<file path="src/rtl/comparator_seq_if.sv">
`default_nettype none
// ============================================================================
//  Module      : comparator_seq_if
//  Description : Request/response bundle for the multi-cycle magnitude
//                comparator. The requester (master) drives the operands,
//                compare mode and start strobe; the comparator (slave)
//                returns the handshake status and the six relation flags.
//
//  Signals
//    start        master -> slave  request a compare (sampled in IDLE only)
//    signed_mode  master -> slave  1 = two's-complement, 0 = unsigned
//    A, B         master -> slave  WIDTH-bit operands
//    busy         slave -> master  compare in progress
//    done         slave -> master  one-cycle pulse, flags just updated
//    flags_vld    slave -> master  at least one compare completed since reset
//    eq .. le     slave -> master  registered relation of A to B
//
//  Revision    : 1.0  initial release
// ============================================================================
interface comparator_seq_if #(
    parameter int WIDTH = 32
);
    logic             start;
    logic             signed_mode;
    logic [WIDTH-1:0] A;
    logic [WIDTH-1:0] B;
    logic             busy;
    logic             done;
    logic             flags_vld;
    logic             eq;
    logic             ne;
    logic             gt;
    logic             ge;
    logic             lt;
    logic             le;

    modport master (
        output start, signed_mode, A, B,
        input  busy, done, flags_vld, eq, ne, gt, ge, lt, le
    );

    modport slave (
        input  start, signed_mode, A, B,
        output busy, done, flags_vld, eq, ne, gt, ge, lt, le
    );
endinterface
`default_nettype wire

</file>
<file path="src/rtl/comparator_seq.sv">
`default_nettype none
// ============================================================================
//  Module      : comparator_seq
//  Description : Parametrised multi-cycle magnitude comparator. The operands
//                are captured on start and compared CHUNK bits per clock,
//                most-significant chunk first. The compare terminates on the
//                first unequal chunk, or on the last chunk if all are equal.
//                Signed and unsigned compares are supported.
//
//  Ports
//    clk    input  system clock, rising edge
//    rst_n  input  asynchronous active-low reset
//    bus    slave  comparator_seq_if (start/signed_mode/A/B in,
//                  busy/done/flags_vld/eq/ne/gt/ge/lt/le out)
//
//  Latency     : m cycles after the start edge, m = chunks examined
//                (1 .. WIDTH/CHUNK)
//  Revision    : 1.0  initial release
// ============================================================================
module comparator_seq #(
    parameter int WIDTH = 32,
    parameter int CHUNK = 8
) (
    input  wire logic          clk,
    input  wire logic          rst_n,
    comparator_seq_if.slave    bus
);

    // ------------------------------------------------------------------------
    // Derived constants
    // ------------------------------------------------------------------------
    localparam int NCHUNK = WIDTH / CHUNK;
    localparam int IDX_W  = (NCHUNK > 1) ? $clog2(NCHUNK) : 1;

    localparam logic [IDX_W-1:0] c_IDX_TOP = IDX_W'(NCHUNK - 1);
    localparam logic [IDX_W-1:0] c_IDX_ONE = IDX_W'(1);
    localparam logic [IDX_W-1:0] c_IDX_BOT = '0;

    // Sign-bit mask: in signed mode only the operand MSB is flipped.
    localparam logic [WIDTH-1:0] c_SIGN_MASK = {1'b1, {(WIDTH-1){1'b0}}};

    // ------------------------------------------------------------------------
    // State encoding
    // ------------------------------------------------------------------------
    localparam logic [0:0] c_ST_IDLE = 1'b0;
    localparam logic [0:0] c_ST_CMP  = 1'b1;

    logic [0:0]       r_state;
    logic [0:0]       w_state_nxt;

    // ------------------------------------------------------------------------
    // Datapath registers
    // ------------------------------------------------------------------------
    logic [WIDTH-1:0] r_a;
    logic [WIDTH-1:0] r_b;
    logic [IDX_W-1:0] r_idx;
    logic             r_done;
    logic             r_flags_vld;
    logic             r_eq;
    logic             r_ne;
    logic             r_gt;
    logic             r_ge;
    logic             r_lt;
    logic             r_le;

    // ------------------------------------------------------------------------
    // Combinational signals
    // ------------------------------------------------------------------------
    logic [CHUNK-1:0] w_a_chunks [NCHUNK];
    logic [CHUNK-1:0] w_b_chunks [NCHUNK];
    logic [CHUNK-1:0] w_a_cur;
    logic [CHUNK-1:0] w_b_cur;
    logic             w_chunk_ne;
    logic             w_a_gt;
    logic             w_last_chunk;

    logic             w_busy;
    logic             w_capture;
    logic             w_finish;
    logic             w_eq_nxt;
    logic             w_gt_nxt;
    logic             w_lt_nxt;

    // ------------------------------------------------------------------------
    // Chunk slicing of the captured operands
    // ------------------------------------------------------------------------
    generate
        for (genvar gi = 0; gi < NCHUNK; gi++) begin : g_chunk
            assign w_a_chunks[gi] = r_a[gi*CHUNK +: CHUNK];
            assign w_b_chunks[gi] = r_b[gi*CHUNK +: CHUNK];
        end
    endgenerate

    assign w_a_cur      = w_a_chunks[r_idx];
    assign w_b_cur      = w_b_chunks[r_idx];
    assign w_chunk_ne   = (w_a_cur != w_b_cur);
    assign w_a_gt       = (w_a_cur >  w_b_cur);
    assign w_last_chunk = (r_idx == c_IDX_BOT);

    // ------------------------------------------------------------------------
    // FSM: state register
    // ------------------------------------------------------------------------
    always_ff @(posedge clk or negedge rst_n) begin
        if (!rst_n) begin
            r_state <= c_ST_IDLE;
        end else begin
            r_state <= w_state_nxt;
        end
    end

    // ------------------------------------------------------------------------
    // FSM: next-state logic
    // ------------------------------------------------------------------------
    always_comb begin
        w_state_nxt = r_state;
        case (r_state)
            c_ST_IDLE: begin
                if (bus.start) begin
                    w_state_nxt = c_ST_CMP;
                end
            end
            c_ST_CMP: begin
                if (w_chunk_ne || w_last_chunk) begin
                    w_state_nxt = c_ST_IDLE;
                end
            end
            default: begin
                w_state_nxt = c_ST_IDLE;
            end
        endcase
    end

    // ------------------------------------------------------------------------
    // FSM: output / control decode
    // ------------------------------------------------------------------------
    always_comb begin
        w_busy    = 1'b0;
        w_capture = 1'b0;
        w_finish  = 1'b0;
        w_eq_nxt  = 1'b0;
        w_gt_nxt  = 1'b0;
        w_lt_nxt  = 1'b0;
        case (r_state)
            c_ST_IDLE: begin
                // start during CMP never reaches here, so it is ignored
                w_capture = bus.start;
            end
            c_ST_CMP: begin
                w_busy   = 1'b1;
                w_finish = w_chunk_ne || w_last_chunk;
                w_eq_nxt = !w_chunk_ne;
                w_gt_nxt = w_chunk_ne &&  w_a_gt;
                w_lt_nxt = w_chunk_ne && !w_a_gt;
            end
            default: begin
                w_busy = 1'b0;
            end
        endcase
    end

    // ------------------------------------------------------------------------
    // Operand capture and chunk index
    // ------------------------------------------------------------------------
    // In signed mode the MSB of both operands is inverted at capture time.
    // This maps two's-complement onto offset binary, so the plain unsigned
    // chunk compare below orders signed values correctly. Only the top chunk
    // is affected; the lower chunks are compared unchanged.
    always_ff @(posedge clk or negedge rst_n) begin
        if (!rst_n) begin
            r_a   <= '0;
            r_b   <= '0;
            r_idx <= '0;
        end else if (w_capture) begin
            r_a   <= bus.signed_mode ? (bus.A ^ c_SIGN_MASK) : bus.A;
            r_b   <= bus.signed_mode ? (bus.B ^ c_SIGN_MASK) : bus.B;
            r_idx <= c_IDX_TOP;
        end else if (w_busy && !w_finish) begin
            r_idx <= r_idx - c_IDX_ONE;
        end
    end

    // ------------------------------------------------------------------------
    // Result flags and done pulse
    // ------------------------------------------------------------------------
    // Flags only change on completion, so a new capture in the done cycle
    // leaves the just-reported result visible until the next completion.
    always_ff @(posedge clk or negedge rst_n) begin
        if (!rst_n) begin
            r_done      <= 1'b0;
            r_flags_vld <= 1'b0;
            r_eq        <= 1'b0;
            r_ne        <= 1'b0;
            r_gt        <= 1'b0;
            r_ge        <= 1'b0;
            r_lt        <= 1'b0;
            r_le        <= 1'b0;
        end else begin
            r_done <= w_finish;
            if (w_finish) begin
                r_flags_vld <= 1'b1;
                r_eq        <= w_eq_nxt;
                r_ne        <= !w_eq_nxt;
                r_gt        <= w_gt_nxt;
                r_ge        <= w_gt_nxt || w_eq_nxt;
                r_lt        <= w_lt_nxt;
                r_le        <= w_lt_nxt || w_eq_nxt;
            end
        end
    end

    // ------------------------------------------------------------------------
    // Outputs
    // ------------------------------------------------------------------------
    assign bus.busy      = w_busy;
    assign bus.done      = r_done;
    assign bus.flags_vld = r_flags_vld;
    assign bus.eq        = r_eq;
    assign bus.ne        = r_ne;
    assign bus.gt        = r_gt;
    assign bus.ge        = r_ge;
    assign bus.lt        = r_lt;
    assign bus.le        = r_le;

endmodule
`default_nettype wire
</file>
<file path="src/flat_wrapper.sv">
// flat-port wrapper written by rule: the top's interface ports become plain ports
module comparator_seq_flat 
#(
    parameter int WIDTH = 32,
    parameter int CHUNK = 8
)
  (clk, rst_n, bus_start, bus_signed_mode, bus_A, bus_B, bus_busy, bus_done, bus_flags_vld, bus_eq, bus_ne, bus_gt, bus_ge, bus_lt, bus_le);
  comparator_seq_if #(.WIDTH(WIDTH)) bus_i ();
  input  wire logic clk;
  input  wire logic rst_n;
  input wire logic [$bits(bus_i.start)-1:0] bus_start;
  input wire logic [$bits(bus_i.signed_mode)-1:0] bus_signed_mode;
  input wire logic [$bits(bus_i.A)-1:0] bus_A;
  input wire logic [$bits(bus_i.B)-1:0] bus_B;
  output wire logic [$bits(bus_i.busy)-1:0] bus_busy;
  output wire logic [$bits(bus_i.done)-1:0] bus_done;
  output wire logic [$bits(bus_i.flags_vld)-1:0] bus_flags_vld;
  output wire logic [$bits(bus_i.eq)-1:0] bus_eq;
  output wire logic [$bits(bus_i.ne)-1:0] bus_ne;
  output wire logic [$bits(bus_i.gt)-1:0] bus_gt;
  output wire logic [$bits(bus_i.ge)-1:0] bus_ge;
  output wire logic [$bits(bus_i.lt)-1:0] bus_lt;
  output wire logic [$bits(bus_i.le)-1:0] bus_le;
  assign bus_i.start = bus_start;
  assign bus_i.signed_mode = bus_signed_mode;
  assign bus_i.A = bus_A;
  assign bus_i.B = bus_B;
  assign bus_busy = bus_i.busy;
  assign bus_done = bus_i.done;
  assign bus_flags_vld = bus_i.flags_vld;
  assign bus_eq = bus_i.eq;
  assign bus_ne = bus_i.ne;
  assign bus_gt = bus_i.gt;
  assign bus_ge = bus_i.ge;
  assign bus_lt = bus_i.lt;
  assign bus_le = bus_i.le;
  comparator_seq #(.WIDTH(WIDTH), .CHUNK(CHUNK)) u_core (.clk(clk), .rst_n(rst_n), .bus(bus_i));
endmodule
</file>
<file path="config.mk">
export PLATFORM = sky130hd
export DESIGN_NAME = comparator_seq_flat
export DESIGN_NICKNAME = d
export VERILOG_FILES = /design/src/rtl/comparator_seq_if.sv /design/src/rtl/comparator_seq.sv /design/src/flat_wrapper.sv
export SDC_FILE = /design/constraint.sdc
export NUM_CORES = 1
export LEC_CHECK = 0
export ABC_CLOCK_PERIOD_IN_PS = 4100
export BUFFER_PORTS_ARGS = -buffer_cell sky130_fd_sc_hd__buf_4
export CAP_MARGIN = 5
export CORE_MARGIN = 8
export CORE_UTILIZATION = 49
export DETAILED_ROUTE_END_ITERATION = 12
export GPL_TIMING_DRIVEN = 1
export PLACE_DENSITY = 0.73
export SYNTH_ARGS = -nofsm -noshare
export SYNTH_HDL_FRONTEND = slang
export SYNTH_SLANG_ARGS = --single-unit
</file>
<file path="constraint.sdc">
create_clock -name clk -period 4.1 [get_ports clk]
set_input_delay 1.025 -clock clk [delete_from_list [all_inputs] [get_ports clk]]
set_output_delay 1.025 -clock clk [all_outputs]
set_load 0.03 [all_outputs]
</file>
# Word level (Yosys, flattened, before mapping)
# Cells that the tools add are included.
totals:
  regBits: 75
  input_bits: 68
  output_inout_bits: 9
  wordCells: 51
classes:
  add_sub_neg: 1
  n_lt_le_gt_ge: 2
  eq_ne: 1
  n_mux: 19
  bitwise: 4
  reduce_logical: 12
ops:
  columns: ["op", "n"]
  rows:
  - ["two-way mux 32 bit", 2]
  - ["binary-select mux 8 bit (select 2 bit)", 2]
  - ["two-way mux 8 bit", 4]
  - ["> comparator 8 bit", 1]
  - ["two-way mux 1 bit", 8]
  - ["inequality test 8 bit", 1]
  - ["zero test 1 bit", 4]
  - ["two-way mux 2 bit", 2]
  - [">= comparator 3 bit, second input constant", 1]
  - ["logical AND 1 bit", 3]
  - ["logical OR 1 bit", 3]
  - ["inverter 1 bit", 3]
  - ["inverter 2 -> 3 bit", 1]
  - ["zero test 2 bit", 1]
  - ["one-hot mux 1 bit (2 select lines)", 1]
  - ["nonzero test 2 bit", 1]
  - ["subtractor 2 x 1 -> 2 bit, second input constant", 1]

# Depth between registers and ports, before layout
# Gate-level depths: netlist of the first run.
depth:
  depth_word: 11
  mapped_depth: 8
  mapped_depth_nobuf: 7

# Least setup slack after synthesis of the first run
# OpenSTA, ideal clock, no wires.
synth_path:
  kind: "flip-flop to flip-flop"
  startpoint: "register u_core.r_idx[0]"
  endpoint: "register u_core.r_ge, in the netlist u_core.bus.ge"
  setup_ns: 0.127
  t_arrival_ns: 2.226
  required_ns: 3.973
  setup_slack_ns: 1.747
  path_stages_with_launch: 9
  n_path_buf: 2
  period_less_slack_ns: 2.353
  path_cell_list: "dfrtp_1 buf_6 buf_6 mux4_2 ha_1 nor2b_1 o211ai_1 a21oi_1 o32a_2"
synth_via:
  elab_chain_len: 8
  elab_cells_between_ends: 17
  classes_between: "order compare: 1; eq/ne: 1; mux: 9; bitwise: 1; reduce/logical: 5"
synth_rtl:
  columns: ["element", "line_no", "rtl"]
  rows:
  - ["start, declared", "comparator_seq.sv:56", "logic [IDX_W-1:0] r_idx;"]
  - ["start signal, assigned", "comparator_seq.sv:176", "r_idx <= c_IDX_TOP;"]
  - ["start signal, assigned", "comparator_seq.sv:178", "r_idx <= r_idx - c_IDX_ONE;"]
  - ["inverter 2 -> 3 bit (implied by the code)", "comparator_seq.sv:94, comparator_seq.sv:95", null]
  - ["binary-select mux 8 bit (select 2 bit), on equally long branches", "comparator_seq.sv:94, comparator_seq.sv:95", null]
  - ["two-way mux 8 bit, on equally long branches (2 in series)", "comparator_seq.sv:94, comparator_seq.sv:95", null]
  - ["> comparator 8 bit / inequality test 8 bit (equally long branches)", "comparator_seq.sv:97, comparator_seq.sv:96", null]
  - ["logical AND 1 bit / zero test 1 bit (equally long branches)", "comparator_seq.sv:152, comparator_seq.sv:151", null]
  - ["two-way mux 1 bit", "comparator_seq.sv:143", "case (r_state)"]
  - ["logical OR 1 bit", "comparator_seq.sv:204", "r_ge <= w_gt_nxt || w_eq_nxt;"]
  - ["end signal, assigned", "comparator_seq.sv:204", null]
  - ["end, declared", "comparator_seq.sv:62", "logic r_ge;"]
# Parallel ways exist; a longest one is shown, timed or not. The select of a mux whose other input is x is not followed.
# A chain may end at the register's enable or synchronous reset.

# Worst setup path in the final report of the first run
layout_path:
  startpoint: "register u_core.r_idx[0]"
  endpoint: "register u_core.r_le, in the netlist u_core.bus.le"
layout_via:
  elab_cells_between_ends: 18
  classes_between: "order compare: 1; eq/ne: 1; mux: 9; bitwise: 1; reduce/logical: 6"
layout_rtl:
  columns: ["element", "line_no", "rtl"]
  rows:
  - ["inverter 2 -> 3 bit (implied by the code)", "comparator_seq.sv:94, comparator_seq.sv:95", null]
  - ["binary-select mux 8 bit (select 2 bit), on equally long branches", "comparator_seq.sv:94, comparator_seq.sv:95", null]
  - ["two-way mux 8 bit, on equally long branches (2 in series)", "comparator_seq.sv:94, comparator_seq.sv:95", null]
  - ["inequality test 8 bit", "comparator_seq.sv:96", "assign w_chunk_ne = (w_a_cur != w_b_cur);"]
  - ["logical OR 1 bit (*)", "comparator_seq.sv:150", "w_finish = w_chunk_ne || w_last_chunk;"]
  - ["two-way mux 1 bit (*)", "comparator_seq.sv:143", null]
  - ["via u_core.w_finish", "comparator_seq.sv:79", "logic w_finish;"]
  - ["end signal, assigned", "comparator_seq.sv:206", "r_le <= w_lt_nxt || w_eq_nxt;"]
  - ["end, declared", "comparator_seq.sv:64", "logic r_le;"]
# Mark *: on every way through the listed nets, which the timed path passes. The rest lies on a longest branch. The select of a mux whose other input is x is not followed.

==> flow_metrics.py, run 1 <==
metrics = {
    "synth": {
        "synth_top_area_cell": "dfrtp_1",
        "syn_area_per_cell_um2": 9.687,
        "synth_edf_count": 0,
        "synth_compound_area_share_pct": 3.685,
        "synth_most_common_cell": "nand2_1",
        "syn_inst": 361,
        "yosys-top-cells-count": "nand2_1 (196), dfrtp_1 (75), mux4_2 (16), buf_2 (14), inv_1 (11)",
        "yosys.area_share.xor_xnor_pct": 0.5009,
        "yosys.area_share.simple_pct": 23.76,
        "synth_warnings": 0,
        "syn_nets": 438,
        "synth_top_family_by_area": "simple AND/OR/NAND/NOR gates",
        "synth_area_um2": 3497,
        "yosys.area_share.adder_pct": 3.220,
        "ys_ff_latch": 75,
        "seq_area_frac_synth_pct": 53.67,
        "synth_flop_cell": "dfrtp_1",
        "synthMuxAreaShare_pct": 10.59,
        "synth_cell_type_count": 29,
        "ys_async_sr_fraction_pct": 100.0,
        "yosysTopAreaCellShare_pct": 53.67,
        "ys_top_cells_by_area": "dfrtp_1 (54%), nand2_1 (21%), mux4_2 (10%), ha_1 (3.2%), buf_2 (2.0%)",
    },
    "cts": {
        "cts-root-buf": "clkbuf_8",
        "cts_tree": "yes",
        "clkTransAtPathRegs_ns": 0.07,
        "post_cts_resized": 0,
        "clkSinkCount": 75,
        "clock_path_buffers": 2,
        "clock_latency_ns": 0.35,
        "post_cts_buffers": 0,
        "postCtsHoldBufs": 0,
        "cts_made_buffers": 9,
        "htreeDepth": 3,
    },
    "setup_path": {
        "worstReg2RegEnd": "u_core.bus.le",
        "cp_slowest_cell": "dfrtp_1",
        "cp.arrival_ns": 3.04,
        "cp_max_fo": 12,
        "reg2reg_depth": 8,
        "endpoint_kind": "flip-flop",
        "critPathKind": "reg -> reg",
        "start_kind": "flip-flop",
        "path_cells": "buf_4, mux4_2, inv_1, ha_1, nand4_4, o31ai_4, inv_2, o211a_1",
        "cp.required_ns": 4.33,
        "timing.rr.start": "u_core.r_idx[0]",
        "crit_family": "flip-flops",
        "path_buf_inv": 3,
        "reg2reg_slack_ns": 1.29,
        "max_stage_delay_ns": 0.82,
    },
    "detailed_routing": {
        "drt-initial-drc-count": 136,
        "wl_met2_mm": 3.942,
        "drtPass1Iterations": 4,
        "drcViolationCount": 0,
        "met3_length_um": 333,
        "vias": 2625,
        "viasPerCell": 4.907,
        "wl_met1_mm": 3.025,
        "top_layer": "met4",
        "routed_wl_mm": 7.466,
        "wl_per_cell_um": 13.96,
        "ant_nets": 0,
    },
    "pwr": {
        "ir_worst_vdd_mv": 0.2164,
        "powerDensity_nw_per_um2": 430.0,
        "p_leak_nw": 2.275,
    },
    "placed_design": {
        "gp_congestion": 0.8012,
        "dpl_cell_area_um2": 4101,
        "port_buffers": 76,
        "pre_cts_ws_ns": 1.256,
        "dp_hpwl_mm": 5.509,
    },
    "global_route": {
        "antenna_found_initial": 0,
        "grt_usage_pct": 16.38,
        "grt_max_degree": 76,
        "gr-total-overflow": 0,
        "first_global_vias": 2804,
        "grt_pass1_wl_mm": 12.81,
    },
    "final_layout": {
        "diodes": 0,
        "area_growth_pct": 22.15,
        "drive_above_1_share_pct": 26.83,
        "final_cell_area_um2": 4272,
        "nFillCells": 621,
        "nets": 508,
    },
    "hold_path": {
        "hp-class": "reg -> reg",
        "min_to": "u_core.r_a[30]",
        "min_path_cells": 2,
        "min_from": "u_core.r_a[30]",
    },
    "timing": {
        "fmax_mhz": 356.2,
        "hold_viol_final": 0,
        "setup_tns_ns": 0,
        "fin_crit_sh_pct": 68.47,
        "rsz0062_at_grt": "no",
        "worst_pin_slew_ns": 1.087,
        "fin_worst_skew_ns": 0.008844,
        "layout_setup_ws_ns": 1.293,
        "maxSlewViolCount": 0,
        "setup-violations-final": 0,
        "period_minus_slack_ns": 2.807,
        "slew_headroom_pct": 27.26,
    },
    "die": {
        "start_util_pct": 49.27,
        "design.core.area_um2": 7098,
        "die_area_um2": 10100,
        "fp.dieW_um": 100.5,
        "fp.dieH_um": 100.5,
        "io_pins": 77,
        "num_rows": 31,
    },
    "job": {
        "max-cap-violations": 0,
    },
    "outcome": {
        "status": "finished, final reports clean",
    },
}
==> power by group <==
part           internal [mW]  switching (mW)  total, mW
clock network          0.233           0.263      0.496
registers              0.850          0.0659      0.916
logic                  0.197           0.228      0.425
==> metrics by stage <==
stage	std cells	utilization, %	total power [mW]	hold WS, ns
5_1_grt	535	60.18	1.950	0.4882
3_3_place_gp	519	57.78	1.343	0.4556
4_1_cts	535	60.18	1.855	0.4758
6_report	535	60.18	1.837	0.4709
3_5_place_dp	519	57.78	1.361	0.4572
2_1_floorplan	361	-	1.197	0.4403
==> flip-flops by register name, indices dropped and copies added, names as in the netlist <==
name,cells
u_core.r_a,32
u_core.r_b,32
u_core.r_idx,2
u_core.bus.done,1
u_core.bus.eq,1
u_core.bus.flags_vld,1
u_core.bus.ge,1
u_core.bus.gt,1
u_core.bus.le,1
u_core.bus.lt,1
u_core.bus.ne,1
u_core.r_state,1
==> cells in the final DEF, fill, tap and decap left out, drive strengths merged, types with 2 or more instances in the layout <==
cell type / n
a21oi: 7
buf: 78
clkbuf: 11
clkinv: 5
dfrtp: 75
ha: 9
inv: 12
mux4: 16
nand2: 196
nand3: 2
nand4: 2
nor2: 6
nor2b: 2
o21ai: 2
o31ai: 2
xnor2: 2
==> per-layer routing <==
layer | track usage, % | vias to the layer above
met1 | 18.91 | 1259
met5 | 0 | -
li1 | - | 1292
met2 | 27.59 | 61
met4 | 6.628 | 0
met3 | 5.180 | 13
==> worst max-delay path by stage <==
stage,startpoint,end,slack (ns),cells after the start
finish,u_core.r_idx[0],u_core.bus.le,1.29,8
global route,u_core.r_idx[0],u_core.bus.le,1.03,8
CTS,u_core.r_idx[0],u_core.bus.le,1.24,8
detailed placement,u_core.r_idx[0],u_core.bus.le,1.26,8
global placement,u_core.r_idx[0],u_core.bus.ge,1.32,7
floorplan,u_core.r_idx[0],u_core.bus.ge,1.75,8
==> worst register-to-register path, cell delays in order (launching register included) <==
cell,delay (ns)
dfrtp_1,0.82
buf_4,0.31
mux4_2,0.52
inv_1,0.07
ha_1,0.18
nand4_4,0.17
o31ai_4,0.33
inv_2,0.08
o211a_1,0.21
==> layout make-up <==
| cell class | count | area, um^2 | area share, % |
|---|---|---|---|
| multi-input cells | 255 | 1470 | 34.42 |
| flip-flops and latches | 75 | 1877 | 43.94 |
| well taps | 99 | 123.9 | 2.900 |
| clock buffers | 11 | 141.4 | 3.310 |
| inverters | 12 | 45.04 | 1.054 |
| clock inverters | 5 | 28.78 | 0.6737 |
| repair buffers | 78 | 585.6 | 13.71 |
==> cell families after synthesis <==
kind of cell    count (synthesis)
mux                            17
flops                          75
xor+xnor                        2
compound gates                 17
buf+inv                        31
simple gates                  210
fa+ha+maj                       9
Note: power is estimated with default switching activity, not from simulation.
==> run 2: changes to the inputs <==
--- a/config.mk
+++ b/config.mk
@@ -5,7 +5,7 @@
 export SDC_FILE = /design/constraint.sdc
 export NUM_CORES = 1
 export LEC_CHECK = 0
-export ABC_CLOCK_PERIOD_IN_PS = 4100
+export ABC_CLOCK_PERIOD_IN_PS = 2900
 export BUFFER_PORTS_ARGS = -buffer_cell sky130_fd_sc_hd__buf_4
 export CAP_MARGIN = 5
 export CORE_MARGIN = 8
==> constraint.sdc (replaced) <==
create_clock -name clk -period 2.9 [get_ports clk]
set_input_delay 0.725 -clock clk [delete_from_list [all_inputs] [get_ports clk]]
set_output_delay 0.725 -clock clk [all_outputs]
set_load 0.03 [all_outputs]
==> run 2 against run 1 <==
Effect of this change:
- largest power group unchanged
- combinational power rose by 44%
- sequential share of layout area fell by 0.80 points
- largest cell class unchanged
- register-to-register slack got worse by 0.88 ns
- maximum frequency rose by 13%
- clock skew fell by 0.0046 ns
==> flow_metrics.py, run 2 (synthesis gave the netlist of run 1 again) <==
metrics = {
    "final_layout": {
        "nFillCells": 623,
        "final_cell_mix": "nand2_1 (195), buf_4 (80), dfrtp_1 (75)",
        "area_growth_pct": 24.40,
        "top_regs": "u_core.r_a (32), u_core.r_b (32), u_core.r_idx (2)",
        "final_common_cell": "nand2_1",
        "diodes": 0,
        "drive_above_1_share_pct": 27.33,
        "nets": 511,
    },
    "pwr": {
        "ir_worst_vdd_mv": 0.3219,
        "power_frac_clock_pct": 30.5,
        "p_leak_nw": 2.301,
        "swShare_pct": 28.87,
        "powerDensity_nw_per_um2": 631.1,
        "p_switching_uw": 792.5,
        "p_seq_share_pct": 47.2,
        "pwr-share-comb_pct": 22.2,
        "cellInternalPower_mw": 1.953,
    },
    "timing": {
        "hold_viol_final": 0,
        "setup_tns_ns": 0,
        "slew_headroom_pct": 38.54,
        "period_minus_slack_ns": 2.488,
        "fmax_mhz": 401.9,
        "fin_crit_sh_pct": 85.80,
        "maxSlewViolCount": 0,
        "fin_worst_skew_ns": 0.004253,
        "worst_pin_slew_ns": 0.9220,
        "layout_setup_ws_ns": 0.4119,
        "rsz0062_at_grt": "no",
        "setup-violations-final": 0,
    },
    "detailed_routing": {
        "drtPass1Iterations": 4,
        "vias": 2658,
        "routed_wl_mm": 7.834,
        "wl_met1_mm": 3.258,
        "viasPerCell": 4.941,
        "wl_met2_mm": 4.129,
        "top_layer": "met4",
        "ant_nets": 0,
        "wl_per_cell_um": 14.56,
        "drcViolationCount": 0,
        "met3_length_um": 234,
        "drt-initial-drc-count": 93,
    },
    "die": {
        "io_pins": 77,
        "design.core.area_um2": 7098,
        "fp.dieW_um": 100.5,
        "start_util_pct": 49.27,
        "num_rows": 31,
        "fp.dieH_um": 100.5,
        "die_area_um2": 10100,
    },
    "cts": {
        "post_cts_resized": 0,
        "postCtsHoldBufs": 0,
        "post_cts_buffers": 0,
        "cts-root-buf": "clkbuf_8",
        "clkTransAtPathRegs_ns": 0.07,
        "clkSinkCount": 75,
        "cts_made_buffers": 9,
        "cts_tree": "yes",
        "clock_latency_ns": 0.34,
        "htreeDepth": 3,
        "clock_path_buffers": 2,
    },
    "global_route": {
        "first_global_vias": 2903,
        "grt_max_degree": 76,
        "grt_pass1_wl_mm": 13.25,
        "antenna_found_initial": 0,
        "grt_usage_pct": 16.75,
        "gr-total-overflow": 0,
    },
    "setup_path": {
        "reg2reg_slack_ns": 0.41,
        "critPathKind": "reg -> reg",
        "cp_max_fo": 13,
        "endpoint_kind": "flip-flop",
        "cp.required_ns": 3.12,
        "cp.arrival_ns": 2.71,
        "start_kind": "flip-flop",
    },
    "placed_design": {
        "port_buffers": 76,
        "gp_congestion": 0.7966,
        "dp_hpwl_mm": 5.859,
        "pre_cts_ws_ns": 0.4242,
    },
    "hold_path": {
        "hp-class": "reg -> reg",
    },
    "job": {
        "max-cap-violations": 0,
    },
    "outcome": {
        "status": "finished, final reports clean",
    },
}
## run 2: cell count changes in the layout (fill, tap and decap cells not counted), moves of 2 or more
cell / previous run / this run
clkinv_2: 4 / 0
clkbuf_8: 10 / 12
clkinvlp_4: 0 / 2
buf_4: 78 / 80
## run 2: worst paths after layout
check | startpoint | endpoint | cells after the start
max | u_core.r_idx[0] | u_core.bus.ge | 7
min | u_core.bus.flags_vld | u_core.bus.flags_vld | 1
max reg2reg | u_core.r_idx[0] | u_core.bus.ge | 7
min reg2reg | u_core.bus.flags_vld | u_core.bus.flags_vld | 1
max in group asynchronous | rst_n | u_core.bus.ne | 1
min in group asynchronous | rst_n | u_core.r_a[5] | 1
## run 2: worst max-delay path, stage by stage (launching register included)
cell and delay, ns:
dfrtp_1 0.35, buf_4 0.25, mux4_2 0.53, ha_1 0.33, nor2b_1 0.14, o211ai_1 0.24, a21oi_1 0.14, o32a_2 0.39
## run 2: area by class of cell
type / instances / area [um^2] / share of cell area (%)
clock buffer: 13 / 168.9 / 3.883
inverter: 12 / 45.04 / 1.035
tap: 99 / 123.9 / 2.847
multi-input combinational: 255 / 1470 / 33.79
sequential: 75 / 1877 / 43.14
timing repair buffer: 81 / 620.6 / 14.27
clock inverter: 3 / 45.04 / 1.035
## run 2: power by group through the flow
stage	logic [mW]	registers [mW]	clock network (mW)
6_report	0.611	1.30	0.839
5_1_grt	0.682	1.32	0.897
4_1_cts	0.617	1.30	0.853
3_5_place_dp	0.615	1.32	0
3_3_place_gp	0.595	1.31	0
2_1_floorplan	0.357	1.33	0
## run 2: layer usage
| layer | track usage, % | vias to the layer above |
|---|---|---|
| li1 | - | 1299 |
| met1 | 19.44 | 1288 |
| met2 | 28.77 | 53 |
| met3 | 3.039 | 18 |
| met4 | 9.070 | 0 |
| met5 | 0 | - |
## run 2: per-stage QoR
step | area [um^2] | hold slack, ns | util [%] | total power [mW] | cells
floorplan | 3497 | 0.4294 | - | 1.692 | 361
global placement | 4136 | 0.4544 | 58.28 | 1.907 | 522
detailed placement | 4136 | 0.4613 | 58.28 | 1.932 | 522
CTS | 4350 | 0.4764 | 61.29 | 2.769 | 538
global route | 4350 | 0.4929 | 61.29 | 2.896 | 538
finish | 4350 | 0.4736 | 61.29 | 2.745 | 538
